[src/rtl/multicycle_controller_pkg.sv]
// Shared encodings for the multicycle MIPS control path: opcodes, mux selects,
// ALU op classes, controller states and the decoded control word.
package multicycle_controller_pkg;

  localparam logic [5:0] OP_RTYPE = 6'b000000;
  localparam logic [5:0] OP_LW    = 6'b100011;
  localparam logic [5:0] OP_SW    = 6'b101011;
  localparam logic [5:0] OP_BEQ   = 6'b000100;
  localparam logic [5:0] OP_ADDI  = 6'b001000;
  localparam logic [5:0] OP_J     = 6'b000010;

  localparam logic [1:0] ALU_ADD   = 2'b00;
  localparam logic [1:0] ALU_SUB   = 2'b01;
  localparam logic [1:0] ALU_FUNCT = 2'b10;

  localparam logic [1:0] PC_ALU    = 2'b00;
  localparam logic [1:0] PC_ALUOUT = 2'b01;
  localparam logic [1:0] PC_JUMP   = 2'b10;

  localparam logic [1:0] SRCB_B      = 2'b00;
  localparam logic [1:0] SRCB_FOUR   = 2'b01;
  localparam logic [1:0] SRCB_IMM    = 2'b10;
  localparam logic [1:0] SRCB_IMM_SH = 2'b11;

  typedef enum logic [3:0] {
    S_FETCH, S_DECODE, S_MEMADR, S_MEMRD, S_MEMWB, S_MEMWR,
    S_EXECUTE, S_ALUWB, S_BEQ, S_ADDIEX, S_ADDIWB, S_JUMP
  } state_t;

  typedef struct packed {
    logic       mem_req;
    logic       mem_write;
    logic       iord;
    logic       ir_write;
    logic       pc_write;
    logic       branch;
    logic [1:0] pc_src;
    logic       alu_src_a;
    logic [1:0] alu_src_b;
    logic [1:0] alu_op;
    logic       reg_write;
    logic       reg_dst;
    logic       mem_to_reg;
    logic       instr_done;
    logic       illegal_op;
    logic       bus_err;
  } ctrl_t;

  // States that drive the memory and may stall on mem_ready.
  function automatic logic is_mem_state(state_t s);
    return (s == S_FETCH) || (s == S_MEMRD) || (s == S_MEMWR);
  endfunction

endpackage

[src/rtl/multicycle_controller.sv]
// Multicycle MIPS sequencing FSM: Moore control decode with mem_ready wait
// states and a timeout that aborts stalled memory accesses.
module multicycle_controller
  import multicycle_controller_pkg::*;
#(
  parameter int TIMEOUT_CYCLES = 16,
  parameter int TW             = 8
) (
  input  logic       clk,
  input  logic       rst,
  input  logic [5:0] opcode,
  input  logic       zero,
  input  logic       mem_ready,
  output logic       mem_req,
  output logic       mem_write,
  output logic       iord,
  output logic       ir_write,
  output logic       pc_en,
  output logic [1:0] pc_src,
  output logic       alu_src_a,
  output logic [1:0] alu_src_b,
  output logic [1:0] alu_op,
  output logic       reg_write,
  output logic       reg_dst,
  output logic       mem_to_reg,
  output logic       instr_done,
  output logic       illegal_op,
  output logic       bus_err
);

  state_t        state, state_nx;
  logic [TW-1:0] wait_cnt;
  logic          in_mem, timeout;
  ctrl_t         c;

  assign in_mem  = is_mem_state(state);
  // A late mem_ready on the timeout cycle still completes the access.
  assign timeout = in_mem && !mem_ready && (wait_cnt == TW'(TIMEOUT_CYCLES));

  always_ff @(posedge clk) begin
    if (rst) state <= S_FETCH;
    else     state <= state_nx;
  end

  always_ff @(posedge clk) begin
    if (rst)                               wait_cnt <= '0;
    else if (in_mem && !mem_ready && !timeout) wait_cnt <= wait_cnt + TW'(1);
    else                                   wait_cnt <= '0;
  end

  always_comb begin
    state_nx = state;
    case (state)
      S_FETCH:   if (mem_ready) state_nx = S_DECODE;
      S_DECODE: begin
        case (opcode)
          OP_LW, OP_SW: state_nx = S_MEMADR;
          OP_RTYPE:     state_nx = S_EXECUTE;
          OP_BEQ:       state_nx = S_BEQ;
          OP_ADDI:      state_nx = S_ADDIEX;
          OP_J:         state_nx = S_JUMP;
          default:      state_nx = S_FETCH;
        endcase
      end
      S_MEMADR:  state_nx = (opcode == OP_SW) ? S_MEMWR : S_MEMRD;
      S_MEMRD:   if (mem_ready) state_nx = S_MEMWB;
                 else if (timeout) state_nx = S_FETCH;
      S_MEMWR:   if (mem_ready || timeout) state_nx = S_FETCH;
      S_EXECUTE: state_nx = S_ALUWB;
      S_ADDIEX:  state_nx = S_ADDIWB;
      default:   state_nx = S_FETCH;
    endcase
  end

  always_comb begin
    c = '0;
    case (state)
      S_FETCH: begin
        c.mem_req   = 1'b1;
        c.alu_src_b = SRCB_FOUR;
        c.alu_op    = ALU_ADD;
        c.pc_src    = PC_ALU;
        c.ir_write  = mem_ready;
        c.pc_write  = mem_ready;
      end
      S_DECODE: begin
        c.alu_src_b  = SRCB_IMM_SH;
        c.alu_op     = ALU_ADD;
        c.illegal_op = !(opcode inside {OP_RTYPE, OP_LW, OP_SW, OP_BEQ, OP_ADDI, OP_J});
      end
      S_MEMADR, S_ADDIEX: begin
        c.alu_src_a = 1'b1;
        c.alu_src_b = SRCB_IMM;
        c.alu_op    = ALU_ADD;
      end
      S_MEMRD: begin
        c.mem_req = 1'b1;
        c.iord    = 1'b1;
      end
      S_MEMWB: begin
        c.reg_write  = 1'b1;
        c.mem_to_reg = 1'b1;
        c.instr_done = 1'b1;
      end
      S_MEMWR: begin
        c.mem_req    = 1'b1;
        c.mem_write  = 1'b1;
        c.iord       = 1'b1;
        c.instr_done = mem_ready;
      end
      S_EXECUTE: begin
        c.alu_src_a = 1'b1;
        c.alu_src_b = SRCB_B;
        c.alu_op    = ALU_FUNCT;
      end
      S_ALUWB: begin
        c.reg_write  = 1'b1;
        c.reg_dst    = 1'b1;
        c.instr_done = 1'b1;
      end
      S_BEQ: begin
        c.alu_src_a  = 1'b1;
        c.alu_src_b  = SRCB_B;
        c.alu_op     = ALU_SUB;
        c.branch     = 1'b1;
        c.pc_src     = PC_ALUOUT;
        c.instr_done = 1'b1;
      end
      S_ADDIWB: begin
        c.reg_write  = 1'b1;
        c.instr_done = 1'b1;
      end
      S_JUMP: begin
        c.pc_src     = PC_JUMP;
        c.pc_write   = 1'b1;
        c.instr_done = 1'b1;
      end
      default: c = '0;
    endcase
    c.bus_err = timeout;
    if (rst) c = '0;
  end

  assign mem_req    = c.mem_req;
  assign mem_write  = c.mem_write;
  assign iord       = c.iord;
  assign ir_write   = c.ir_write;
  assign pc_en      = c.pc_write | (c.branch & zero);
  assign pc_src     = c.pc_src;
  assign alu_src_a  = c.alu_src_a;
  assign alu_src_b  = c.alu_src_b;
  assign alu_op     = c.alu_op;
  assign reg_write  = c.reg_write;
  assign reg_dst    = c.reg_dst;
  assign mem_to_reg = c.mem_to_reg;
  assign instr_done = c.instr_done;
  assign illegal_op = c.illegal_op;
  assign bus_err    = c.bus_err;

endmodule
[config.mk]
export PLATFORM = sky130hd
export DESIGN_NAME = multicycle_controller
export DESIGN_NICKNAME = d
export VERILOG_FILES = /design/src/rtl/multicycle_controller_pkg.sv /design/src/rtl/multicycle_controller.sv
export SDC_FILE = /design/constraint.sdc
export NUM_CORES = 1
export LEC_CHECK = 0
export ABC_AREA = 0
export CAP_MARGIN = 20
export CELL_PAD_IN_SITES_DETAIL_PLACEMENT = 1
export CELL_PAD_IN_SITES_GLOBAL_PLACEMENT = 1
export CORE_ASPECT_RATIO = 1.1
export CORE_MARGIN = 5
export CORE_UTILIZATION = 46
export CTS_CLUSTER_DIAMETER = 80
export DETAILED_ROUTE_END_ITERATION = 6
export DONT_BUFFER_PORTS = 1
export PLACE_DENSITY_LB_ADDON = 0.1
export SLEW_MARGIN = 20
export SYNTH_ARGS = -nofsm -noshare
export SYNTH_HDL_FRONTEND = slang
export SYNTH_SLANG_ARGS = --single-unit
[constraint.sdc]
create_clock -name clk -period 3.9 [get_ports clk]
set_input_delay 0.78 -clock clk [delete_from_list [all_inputs] [get_ports clk]]
set_output_delay 0.78 -clock clk [all_outputs]
set_load 0.01 [all_outputs]
**After elaboration in Yosys (flattened, before gate mapping)**

Cells that the tools add are included.

- $add $sub $neg: 1
- Equal/unequal tests: 20
- Mux-type cells: 22
- Reductions and logical operators: 21
- Bitwise logic cells: 3

Operators by type and width:

| cell | count |
|---|---|
| case mux 4 bit (5 select lines) | 2 |
| case mux 4 bit (7 select lines) | 1 |
| two-way mux 19 bit | 1 |
| == test 4 x 3 -> 1 bit (second input constant) | 4 |
| == test 4 bit (second input constant) | 4 |
| two-way mux 4 bit | 4 |
| == test 6 bit (second input constant) | 2 |
| two-way mux 1 bit | 10 |
| adder 8 x 1 -> 8 bit (second input constant) | 1 |
| == test 4 x 2 -> 1 bit (second input constant) | 2 |
| == test 8 x 5 -> 1 bit (second input constant) | 1 |
| OR reduction 2 bit | 4 |
| == test 6 x 2 -> 1 bit (second input constant) | 1 |
| == test 6 x 3 -> 1 bit (second input constant) | 1 |
| == test 6 x 4 -> 1 bit (second input constant) | 1 |
| zero test 6 bit | 1 |
| nonzero test 6 bit | 1 |
| OR reduction 3 bit | 2 |
| OR reduction 5 bit | 1 |
| == test 4 x 1 -> 1 bit (second input constant) | 1 |
| zero test 4 bit | 1 |
| case mux 1 bit (2 select lines) | 2 |
| case mux 2 bit (2 select lines) | 1 |
| OR reduction 4 bit | 1 |
| 11 further kinds | 17 |

- Flip-flop bits (word level): 12
- Bits of input ports: 10
- Word-level logic and storage cells: 69

**Longest topological paths before layout**

- Word-level depth: 9
- Depth in mapped cells: 6
- Depth with buffers taken out: 6

**Worst setup path after synthesis**

OpenSTA, ideal clock, no wires.

- Path type: input to output
- Start: input rst
- End: output instr_done
- Stages: 2
- Setup slack: 1,563 ps
- Arrival: 1,557 ps
- Path buffers: 1
- Data required time: 3,120 ps
- Cells stage by stage: clkbuf_1 > a2111oi_0

- Cells in the longest elaborated chain, start to end: 1

Ends and longest elaborated chain:

| item | RTL line | source |
|---|---|---|
| start: declaration | multicycle_controller.sv:10 | `input logic rst,` |
| two-way mux 19 bit | multicycle_controller.sv:141 | `if (rst) c = '0;` |
| end: declaration | multicycle_controller.sv:26 | `output logic instr_done,` |

No other way between the ends.

**Final worst setup path**

- Start: register state[1]
- End: output instr_done

- Cells in the longest elaborated chain, start to end: 4
- Elaborated cells on any way between the ends: 9

Ends and longest elaborated chain:

| item | RTL line | source |
|---|---|---|
| start: declaration | multicycle_controller.sv:31 | `state_t state, state_nx;` |
| start signal: assignment | multicycle_controller.sv:42 | `else state <= state_nx;` |
| == test 4 bit / == test 4 x 3 -> 1 bit (equally long branches) | multicycle_controller.sv:77 | `case (state)` |
| OR reduction 5 bit (no line) | - |  |
| case mux 1 bit (2 select lines) * | multicycle_controller.sv:77 |  |
| two-way mux 19 bit * | multicycle_controller.sv:141 |  |

Every way passes the cells marked *; elsewhere a longest branch is shown, timed or not.

==> metrics <==
status completed; TritonRoute pass-1 iters 4; via count of the first global-routing pass 932; largest area contributor in the netlist dfxtp_1; max-cap viol count 0; Ports 28; Die X 53.7 um; max-slew violations 0; synth top area cells dfxtp_1, nor2_1, nor3_1; most frequent cell after synthesis nor2_1; Critical Path RT 3120 ps; list of most frequent post-synthesis cells nor2_1, dfxtp_1, nor3_1, nand3_1, o21ai_0; crit path time final 3040 ps; maximum vdd ir drop 0.136 mV; DR vias/cell 5.96; sw power 104 uW; area growth from synthesis to layout 2.46%; endpoints failing hold 0; die height 58.1 um; clk root buf clkbuf_4; hold path endpoint wait_cnt[0]; clock buffer count from CTS 3; Overflow after GRT 0; CP Launch Type flip-flop; R2R Path Start state[2]; Post-route DRC 0; final weighted congestion in routability-driven placement 0.792; Reg2Reg Setup Slack 2220 ps; DP Worst Slack 1160 ps; Distinct cells, synth 41; RSZ-0062 raised after global routing false; Final period util 78.0%; Post-synth ARST share 0%; die area 0.00312 mm2; CP arrival 2260 ps; skew final 6.29 ps; P_leak 0.309 nW; Slew headroom 43.2%; Clk Latency, worst-skew pair 270 ps; worst slew pin tran 831 ps; Top FF cell, synth dfxtp_1; Flop pwr share 46.4%; Initial Util 48.4%; row count 17; endpoint class of the critical path primary output; Max H-tree Level 1; Yosys top cell area share 24.8%; Yosys reg bits 12; synthesized area 967 um2; Bufs on Longest Clock Path 2; I/O Buffers 0; Power Internal 216 uW; R2R Path End state[1]; hold-fix buffers at CTS 0; clock slew at reported path FFs 80 ps; setup TNS 0 ps; # clock sinks 12; core area 0.00200 mm2; post-CTS sizing 0; Total Routing Usage GR 17.7%; pin count of the biggest net entering global routing 21; initial antenna violation count 0; share of cells above drive strength 1 10.3%; CTS tree built; Hold Path Origin wait_cnt[0]; Gate Count Post-Synth 130; DPL Wire Length 1920 um; Clk pwr share 29.9%; Worst Hold Depth 1; Worst Path Max Fanout 16; combinational share of power 23.7%; power per cell area 323 mW/mm2; Post-CTS Setup Bufs 0; endpoints failing setup 0; worst hold path class flip-flop to flip-flop; Detailed Route Iter0 Violations 11; r2r worst-path depth 4; Via Count 918; Seq/Total Area, Yosys 24.8%; Synthesized Nets 142; Post-synth EDFFs 0; first-pass GRT wire length 4210 um; Sw Share 32.6%; Fmax achieved 329 MHz; Detail Route Antenna Nets 0; Layout Nets 139; post-detailed-routing wire length 2480 um; Syn. warnings 0; WL/cell 16.1 um; n_diodes 0; setup ws final 859 ps; class of the most critical setup path flip-flop to primary output; Mapped Avg Cell Area 7.44 um2
critical path, stage by stage (launching register included):
cell and delay, ps:
dfxtp_1 730, inv_1 190, nand2_1 250, a21oi_1 60, a2111oi_0 760
flip-flops by register name, summed over array words and instances, names as in the netlist:
register  count
state         4
wait_cnt      8
logic make-up after synthesis:
| group | Yosys count | share of synthesized area, % |
|---|---|---|
| buf+inv | 14 | 7.24 |
| mux | 1 | 1.16 |
| compound gates | 25 | 19.4 |
| simple gates | 68 | 36.7 |
| xor+xnor | 8 | 8.02 |
| flops | 12 | 24.8 |
| fa+ha+maj | 2 | 2.59 |
per-stage QoR:
stage | hold WS (ps) | power [mW] | std cells | util (%) | cell area [um2]
after global placement | 461 | 0.226 | 150 | 47.7 | 955
after floorplan | 441 | 0.218 | 130 | - | 967
after detailed placement | 473 | 0.227 | 150 | 47.7 | 955
after CTS | 490 | 0.326 | 154 | 49.6 | 991
after global routing | 528 | 0.342 | 154 | 49.6 | 991
final | 484 | 0.320 | 154 | 49.6 | 991
layout make-up:
type	count	area, um2
clock buffer	4	36.3
fill	281	1010
inverter	6	22.5
multi-input combinational	104	657
sequential	12	240
tap	28	35.0
layout by cell type (no fill, tap or decap), types with 2 or more instances in the layout:
cell       n
xnor2_1    4
xor2_1     3
o21ai_0    8
o211ai_1   2
dfxtp_1   12
nand3_1    8
nor2_1    24
clkbuf_4   3
nand2_1    7
and3_1     3
ha_1       2
nor4_1     6
inv_1      5
nor3_1     9
a31oi_1    2
nand2b_1   3
a21oi_1    3
power by group through the flow:
| stage | Sequential, mW | Combinational (mW) | Clock, mW |
|---|---|---|---|
| 4_1_cts | 0.149 | 0.0768 | 0.100 |
| 6_report | 0.149 | 0.0758 | 0.0958 |
| 2_1_floorplan | 0.133 | 0.0850 | 0 |
| 5_1_grt | 0.152 | 0.0859 | 0.104 |
| 3_3_place_gp | 0.151 | 0.0746 | 0 |
| 3_5_place_dp | 0.151 | 0.0760 | 0 |
per-layer routing:
metal / vias to the layer above / share of wire (%) / GRT usage (%)
li1: 461 / - / -
met5: - / 0 / 0
met2: 17 / 51 / 30.1
met4: 0 / 1.1 / 6.57
met1: 438 / 44 / 21.6
met3: 2 / 3.2 / 3.34
worst max path at each step:
stage	startpoint	endpoint	slack, ps
after floorplan	rst	instr_done	1560
after global placement	state[1]	instr_done	1200
after detailed placement	state[1]	instr_done	1160
after CTS	state[1]	instr_done	840
after global routing	state[1]	instr_done	640
final	state[1]	instr_done	860
No activity file was read; power rests on OpenSTA's default activity.
